File: src/rtl/i2c_bus_monitor.sv
// Passive I2C decoder: START/STOP/repeated-START detection, MSB-first byte capture with ACK.
// Optional SCL-low watchdog enabled by defining I2C_TIMEOUT_EN (bus_stuck tied 0 otherwise).
module i2c_bus_monitor #(
    parameter int unsigned TIMEOUT_CYCLES = 65535
) (
    input  logic       clk,
    input  logic       rst,
    input  logic       scl,
    input  logic       sda,
    output logic       start_det,
    output logic       stop_det,
    output logic       rep_start,
    output logic       bus_busy,
    output logic       byte_valid,
    output logic [7:0] byte_data,
    output logic       byte_ack,
    output logic       is_addr,
    output logic       frame_err,
    output logic       bus_stuck
);

    localparam logic [1:0] ST_IDLE = 2'd0;
    localparam logic [1:0] ST_BITS = 2'd1;
    localparam logic [1:0] ST_ACK  = 2'd2;

    localparam logic [15:0] TIMEOUT_LIM = 16'(TIMEOUT_CYCLES);

    logic       scl_q;
    logic       sda_q;
    logic [1:0] state_reg;
    logic [3:0] bit_cnt_reg;
    logic [7:0] shift_reg;
    logic       first_flag_reg;

    logic scl_rise;
    logic sda_fall;
    logic sda_rise;
    logic start_ev;
    logic stop_ev;
    logic mid_byte;
    logic timeout_hit;

    assign scl_rise = !scl_q && scl;
    assign sda_fall = sda_q && !sda;
    assign sda_rise = !sda_q && sda;

    // SCL must be stable high across the SDA edge; simultaneous changes are not bus conditions.
    assign start_ev = scl_q && scl && sda_fall;
    assign stop_ev  = scl_q && scl && sda_rise;

    assign mid_byte = ((state_reg == ST_BITS) && (bit_cnt_reg != 4'd0)) || (state_reg == ST_ACK);

`ifdef I2C_TIMEOUT_EN
    logic [15:0] low_cnt_reg;
    logic [15:0] low_cnt_inc;
    logic        stuck_reg;

    assign low_cnt_inc = (low_cnt_reg == 16'hFFFF) ? low_cnt_reg : (low_cnt_reg + 16'd1);
    assign timeout_hit = bus_busy && !scl && (low_cnt_inc >= TIMEOUT_LIM);

    always_ff @(posedge clk) begin
        if (rst) begin
            low_cnt_reg <= 16'd0;
            stuck_reg   <= 1'b0;
        end else begin
            if (scl || start_ev || stop_ev) begin
                low_cnt_reg <= 16'd0;
            end else if (bus_busy) begin
                low_cnt_reg <= low_cnt_inc;
            end
            if (scl_rise) begin
                stuck_reg <= 1'b0;
            end else if (timeout_hit) begin
                stuck_reg <= 1'b1;
            end
        end
    end

    assign bus_stuck = stuck_reg;
`else
    // Keeps the timeout parameter referenced when the watchdog is compiled out.
    logic timeout_unused;
    assign timeout_unused = ^TIMEOUT_LIM;
    assign timeout_hit    = 1'b0;
    assign bus_stuck      = 1'b0;
`endif

    always_ff @(posedge clk) begin
        if (rst) begin
            scl_q          <= 1'b1;
            sda_q          <= 1'b1;
            state_reg      <= ST_IDLE;
            bit_cnt_reg    <= 4'd0;
            shift_reg      <= 8'd0;
            first_flag_reg <= 1'b0;
            start_det      <= 1'b0;
            stop_det       <= 1'b0;
            rep_start      <= 1'b0;
            bus_busy       <= 1'b0;
            byte_valid     <= 1'b0;
            byte_data      <= 8'd0;
            byte_ack       <= 1'b0;
            is_addr        <= 1'b0;
            frame_err      <= 1'b0;
        end else begin
            scl_q      <= scl;
            sda_q      <= sda;
            start_det  <= 1'b0;
            stop_det   <= 1'b0;
            byte_valid <= 1'b0;
            frame_err  <= 1'b0;

            if (start_ev) begin
                start_det      <= 1'b1;
                rep_start      <= bus_busy;
                bus_busy       <= 1'b1;
                first_flag_reg <= 1'b1;
                bit_cnt_reg    <= 4'd0;
                state_reg      <= ST_BITS;
                frame_err      <= mid_byte;
            end else if (stop_ev) begin
                stop_det    <= 1'b1;
                bus_busy    <= 1'b0;
                bit_cnt_reg <= 4'd0;
                state_reg   <= ST_IDLE;
                frame_err   <= mid_byte;
            end else if (timeout_hit) begin
                bus_busy    <= 1'b0;
                bit_cnt_reg <= 4'd0;
                state_reg   <= ST_IDLE;
            end else if (scl_rise) begin
                case (state_reg)
                    ST_BITS: begin
                        shift_reg   <= {shift_reg[6:0], sda};
                        bit_cnt_reg <= bit_cnt_reg + 4'd1;
                        if (bit_cnt_reg == 4'd7) begin
                            state_reg <= ST_ACK;
                        end
                    end
                    ST_ACK: begin
                        byte_ack       <= sda;
                        byte_data      <= shift_reg;
                        byte_valid     <= 1'b1;
                        is_addr        <= first_flag_reg;
                        first_flag_reg <= 1'b0;
                        bit_cnt_reg    <= 4'd0;
                        state_reg      <= ST_BITS;
                    end
                    default: begin
                    end
                endcase
            end
        end
    end

endmodule

File: config.mk
export PLATFORM = sky130hd
export DESIGN_NAME = i2c_bus_monitor
export DESIGN_NICKNAME = d
export VERILOG_FILES = /design/src/rtl/i2c_bus_monitor.sv
export SDC_FILE = /design/constraint.sdc
export NUM_CORES = 1
export LEC_CHECK = 0
export BUFFER_PORTS_ARGS = -buffer_cell sky130_fd_sc_hd__buf_4
export CAP_MARGIN = 20
export CORE_AREA = 2 2 54 56
export CTS_CLUSTER_SIZE = 30
export DETAILED_ROUTE_END_ITERATION = 10
export DIE_AREA = 0 0 56 58
export GPL_TIMING_DRIVEN = 0
export PLACE_DENSITY = 0.71
export SYNTH_ARGS = -nofsm -noshare
export SYNTH_HDL_FRONTEND = slang
export SYNTH_SLANG_ARGS = --single-unit
File: constraint.sdc
create_clock -name clk -period 3.2 [get_ports clk]
set_input_delay 0.48 -clock clk [delete_from_list [all_inputs] [get_ports clk]]
set_output_delay 0.48 -clock clk [all_outputs]
set_load 0.01 [all_outputs]
==> flow_summary.ini, run 1 <==
[hold_path]
hold_class = input pin to flop

[final_layout]
nNetsFinal = 195
final_util_pct = 59.1
area_delta_synth_final_pct = 19.7
num_antenna_cells = 0
layout-drive-gt1-share_pct = 17.0
layout_common_cells = 33 x nand2_1, 33 x dfxtp_1, 28 x a21oi_1, 19 x buf_4, 10 x nand3_1
fin_area_um2 = 1570

[cts]
cts_buffers = 5
htree_levels = 2
clkTransAtPathRegs_ns = 0.10
cts_sinks = 33
cts_hold_buffers = 0
postCtsSetupRepairBufs = 0
clockBufferDepth = 2
ctsResizeCount = 0
clock_latency_ns = 0.34
root_buffer = clkbuf_4
cts_tree = done

[logic_synthesis]
ys_warn_count = 0
async_reset_ff_share_pct = 0
yosys-top-cells-area = dfxtp_1 50%, a21oi_1 11%, nand2_1 9.4%, ha_1 3.8%, nand3_1 3.8%
synth_cells = 162
netlist-cell-type-count = 30
ys_ff_latch = 33
syn_nets = 170
synth.top_cell.area_share_pct = 50.2
synth_flop_cell = dfxtp_1
synth_area_per_cell_um2 = 8.12
synth_top_area_cell = dfxtp_1
synth_area_um2 = 1320
ys_seq_area_share_pct = 50.2
synth_edf_count = 0

[drt]
dr.pass1.iters = 4
drt_iter0_drc = 32
ant_nets = 0
wl_met2_mm = 1.29
m1WireLength_mm = 1.22
via_per_inst = 5.39
wl_met3_um = 111
drc_errors = 0
dr_total_vias = 1180
wirelength_mm = 2.66
wire_per_inst_um = 12.2
topRoutingLayerUsed = met4

[place]
gp_congestion = 0.736
dp_hpwl_mm = 1.87
postPlaceCellArea_um2 = 1490
numPortBuffers = 18

[global_routing]
grt_use_total_pct = 18.7
overflow = 0
grt_max_degree = 11
grt_pass1_vias = 1123
antenna_found_initial = 0
grt_pass1_wl_mm = 4.64

[floorplanning]
die_width_um = 56
start_util_pct = 49.4
die_height_um = 58
fp-row-count = 19
die-area_um2 = 3250
core-area_um2 = 2660
ios = 21

[sta]
fmax_ghz = 0.519
finalSetupTns_ns = 0
period_share_pct = 60.2
skew_ns = 0.0121
hold_violations = 0
finalMaxSlewViolations = 0
setup_viol = 0
rsz0062_at_grt = false
min_period_ns = 1.93

[worst_setup_path]
cp.required_ns = 3.47
path_class = flop to flop
path_max_fanout = 9
crit_arrival_ns = 2.20
start_kind = flop
cp-end-kind = flop

[power_and_ir_drop]
power_uw = 791
power_leakage_uw = 0.000584
ir_drop_v = 0.000378
powerDensity_nw_per_um2 = 503

[status]
status = complete, no violations

[job]
maxCapViolCount = 0
## per-layer routing
metal | global-route usage [%] | up-vias
met1 | 20.5 | 554
met5 | 0 | -
met4 | 7.14 | 0
met3 | 8.04 | 5
met2 | 32.4 | 25
li1 | - | 596
## cell usage after synthesis (2+ instances only)
cell type	number
buf_2	2
nand3_1	10
or2_2	3
dfxtp_1	33
nand2_1	33
ha_1	4
inv_1	5
o21ai_0	4
and2_1	2
nor2_1	8
a31oi_1	2
nor3_1	4
clkbuf_1	7
o21ai_1	2
a21oi_1	28
## report_power, final
group          switching [uW]  internal, uW
logic                    26.3          16.6
registers                5.00           416
clock network             140           187
## cell families (layout without fill, tap and decap cells)
logic type	Yosys count	count (layout)	share of synthesized area (%)
AOI/OAI and AO/OA	38	38	15.3
other	1	1	0.285
DFF	33	33	50.2
and+or+nand+nor	69	69	24.6
buffers and inverters	16	42	5.04
xor gates and xnor gates	1	1	0.666
adders and majority gates	4	4	3.81
## worst max-delay path, cell delays in order (launching register included)
cell and delay [ns]:
dfxtp_1 0.37, inv_1 0.05, ha_1 0.28, or3b_1 0.34, buf_2 0.18, or4_1 0.48, a21oi_1 0.15
## worst paths after layout
path                                           startpoint                           to  cells past startpoint  slack (ns)
worst max-delay path            state_reg[0]$_SDFFE_PP0P_  bit_cnt_reg[3]$_SDFFE_PP0P_                      6        1.27
worst min-delay path                                  scl             scl_q$_SDFF_PP1_                      2        0.37
worst max register to register  state_reg[0]$_SDFFE_PP0P_  bit_cnt_reg[3]$_SDFFE_PP0P_                      6        1.27
worst min register to register  byte_data[5]$_SDFFE_PP0P_    byte_data[5]$_SDFFE_PP0P_                      2        0.46
## stage by stage
| step | cells | setup WS [ns] | hold WS [ns] |
|---|---|---|---|
| 2_1_floorplan | 162 | 1.42 | 0.432 |
| 3_3_place_gp | 211 | 1.38 | 0.443 |
| 3_5_place_dp | 211 | 1.29 | 0.449 |
| 4_1_cts | 219 | 1.28 | 0.360 |
| 5_1_grt | 219 | 1.17 | 0.353 |
| 6_report | 219 | 1.27 | 0.369 |
## area by class of cell
type	count	area, um2
Multi-Input combinational cell	113	588
Timing Repair Buffer	18	135
Buffer	11	47.5
Clock inverter	1	30.0
Clock buffer	7	55.1
Inverter	5	18.8
Fill cell	249	1090
Sequential cell	33	661
Tap cell	31	38.8
Power figures use the tool's default switching activity.
==> run 2, diff against run 1 <==
--- a/config.mk
+++ b/config.mk
@@ -7,12 +7,12 @@
 export LEC_CHECK = 0
 export BUFFER_PORTS_ARGS = -buffer_cell sky130_fd_sc_hd__buf_4
 export CAP_MARGIN = 20
-export CORE_AREA = 2 2 54 56
+export CORE_AREA = 2 2 55 57
 export CTS_CLUSTER_SIZE = 30
 export DETAILED_ROUTE_END_ITERATION = 10
-export DIE_AREA = 0 0 56 58
+export DIE_AREA = 0 0 57 59
 export GPL_TIMING_DRIVEN = 0
-export PLACE_DENSITY = 0.71
+export PLACE_DENSITY = 0.72
 export SYNTH_ARGS = -nofsm -noshare
 export SYNTH_HDL_FRONTEND = slang
 export SYNTH_SLANG_ARGS = --single-unit
==> constraint.sdc (replaced) <==
create_clock -name clk -period 1.6 [get_ports clk]
set_input_delay 0.24 -clock clk [delete_from_list [all_inputs] [get_ports clk]]
set_output_delay 0.24 -clock clk [all_outputs]
set_load 0.01 [all_outputs]
==> run 2 against run 1 <==
Net effect: the run now ends with setup timing left; clock power rose by 97%; wire length increased by 1.3%; critical endpoint is now bit_cnt_reg[2]$_SDFFE_PP0P_; sequential share of layout area fell by 2.1 points; worst setup slack worse by 1.5 ns; via count is 1.1% lower; final area grew 5.6%; count of clock-buffer cells in the layout did not move; register-to-register slack worse by 1.5 ns; highest routed layer unchanged; sequential power rose by 100%; power is 100% higher; worst hold slack worse by 0.24 ns; fmax grew 7.6%.
==> flow_summary.ini, run 2 (same netlist as run 1, synthesis figures left out) <==
[drt]
ant_nets = 0
wire_per_inst_um = 12.1
via_per_inst = 5.23
dr_total_vias = 1167
drc_errors = 0
drt_iter0_drc = 33
wirelength_mm = 2.70
dr.pass1.iters = 4

[sta]
min_period_ns = 1.79
hold_slack_ns = 0.127
skew_ns = 0.0119
rsz0062_at_grt = true
setup_viol = 4
period_share_pct = 112
finalMaxSlewViolations = 0
fmax_ghz = 0.558
fin_ws_ns = -0.191
hold_violations = 0

[worst_setup_path]
cp-end-kind = flop
path_class = flop to flop
path_max_fanout = 8
crit_arrival_ns = 2.06
r2r_slack_ns = -0.19
cp.required_ns = 1.87
start_kind = flop

[cts]
clkTransAtPathRegs_ns = 0.10
root_buffer = clkbuf_4
clockBufferDepth = 2
cts_tree = done
htree_levels = 2
cts_sinks = 33
cts_buffers = 5
clock_latency_ns = 0.34
cts_hold_buffers = 0

[final_layout]
mostFrequentLayoutCell = nand2_1
nNetsFinal = 199
layout_common_cells = 32 x nand2_1, 31 x dfxtp_1, 26 x a21oi_1, 25 x buf_4, 10 x nand3_1
fillers = 250
fin_area_um2 = 1660
area_delta_synth_final_pct = 26.5
layout-drive-gt1-share_pct = 25.5
num_antenna_cells = 0

[power_and_ir_drop]
power_uw = 1590
powerDensity_nw_per_um2 = 954
ir_drop_v = 0.000861
power_leakage_uw = 0.000625

[place]
gp_congestion = 0.705
postPlaceCellArea_um2 = 1500
numPortBuffers = 18
dp_hpwl_mm = 1.88

[floorplanning]
fp-row-count = 19
core-area_um2 = 2710
die-area_um2 = 3360
die_width_um = 57
die_height_um = 59
ios = 21
start_util_pct = 48.5

[global_routing]
antenna_found_initial = 0
grt_pass1_wl_mm = 4.73
grt_use_total_pct = 18.4
grt_pass1_vias = 1085
grt_max_degree = 11
overflow = 0

[status]
violations = setup timing
status = finished with violations

[job]
maxCapViolCount = 0

[hold_path]
hold_class = input pin to flop
[run 2: cell types whose count changed in the layout (fill, tap and decap cells not counted), sizes merged]
cell | previous run | this run
buf | 22 | 27
clkbuf | 14 | 13
[run 2: area by class of cell]
type	instances	area, um2	area share, %
Buffer	11	62.6	3.76
Multi-Input combinational cell	113	629	37.8
Clock inverter	1	30.0	1.81
Inverter	5	18.8	1.13
Clock buffer	7	55.1	3.31
Sequential cell	33	663	39.9
Tap cell	31	38.8	2.33
Timing Repair Buffer	22	165	9.93
[run 2: worst paths after layout]
check / from / depth (start not counted) / endpoint
worst max-delay path: state_reg[0]$_SDFFE_PP0P_ / 6 / bit_cnt_reg[2]$_SDFFE_PP0P_
worst min-delay path: scl / 2 / scl_q$_SDFF_PP1_
worst max register to register: state_reg[0]$_SDFFE_PP0P_ / 6 / bit_cnt_reg[2]$_SDFFE_PP0P_
worst min register to register: byte_data[0]$_SDFFE_PP0P_ / 2 / byte_data[0]$_SDFFE_PP0P_
[run 2: report_power, final]
group | switching, uW | total [uW] | leakage (uW) | internal [uW]
Sequential | 9.18 | 841 | 0.000268 | 832
Clock | 272 | 645 | 0.0000455 | 373
Combinational | 56.4 | 100 | 0.000312 | 43.6
[run 2: metal layers]
layer / vias to the layer above / part of all wire, % / track usage (%)
met4: 0 / 2.4 / 11.0
met3: 7 / 4.3 / 4.59
met2: 21 / 48 / 29.2
met5: - / 0 / 0
met1: 539 / 45 / 22.6
li1: 600 / - / -
[run 2: metrics by stage]
step / std cells / util (%) / TNS [ns] / worst slack (ns)
2_1_floorplan: 162 / - / -0.294 / -0.163
3_3_place_gp: 211 / 55.2 / -0.417 / -0.187
3_5_place_dp: 211 / 55.2 / -1.05 / -0.268
4_1_cts: 222 / 60.1 / -0.506 / -0.235
5_1_grt: 223 / 61.4 / -0.746 / -0.225
6_report: 223 / 61.4 / -0.495 / -0.191
[run 2: worst max-delay path: stages (launching register included)]
cell,delay (ns)
dfxtp_2,0.34
inv_2,0.04
ha_4,0.20
or3b_1,0.38
buf_6,0.14
or4b_4,0.48
a21oi_2,0.13
[run 2: what timing repair did]
| item | CTS | global route |
|---|---|---|
| setup buffers | 3 | 1 |
| gates resized for setup | 6 | 14 |
| endpoints found under the setup margin | 13 | 14 |
| pin swaps | 4 | 4 |
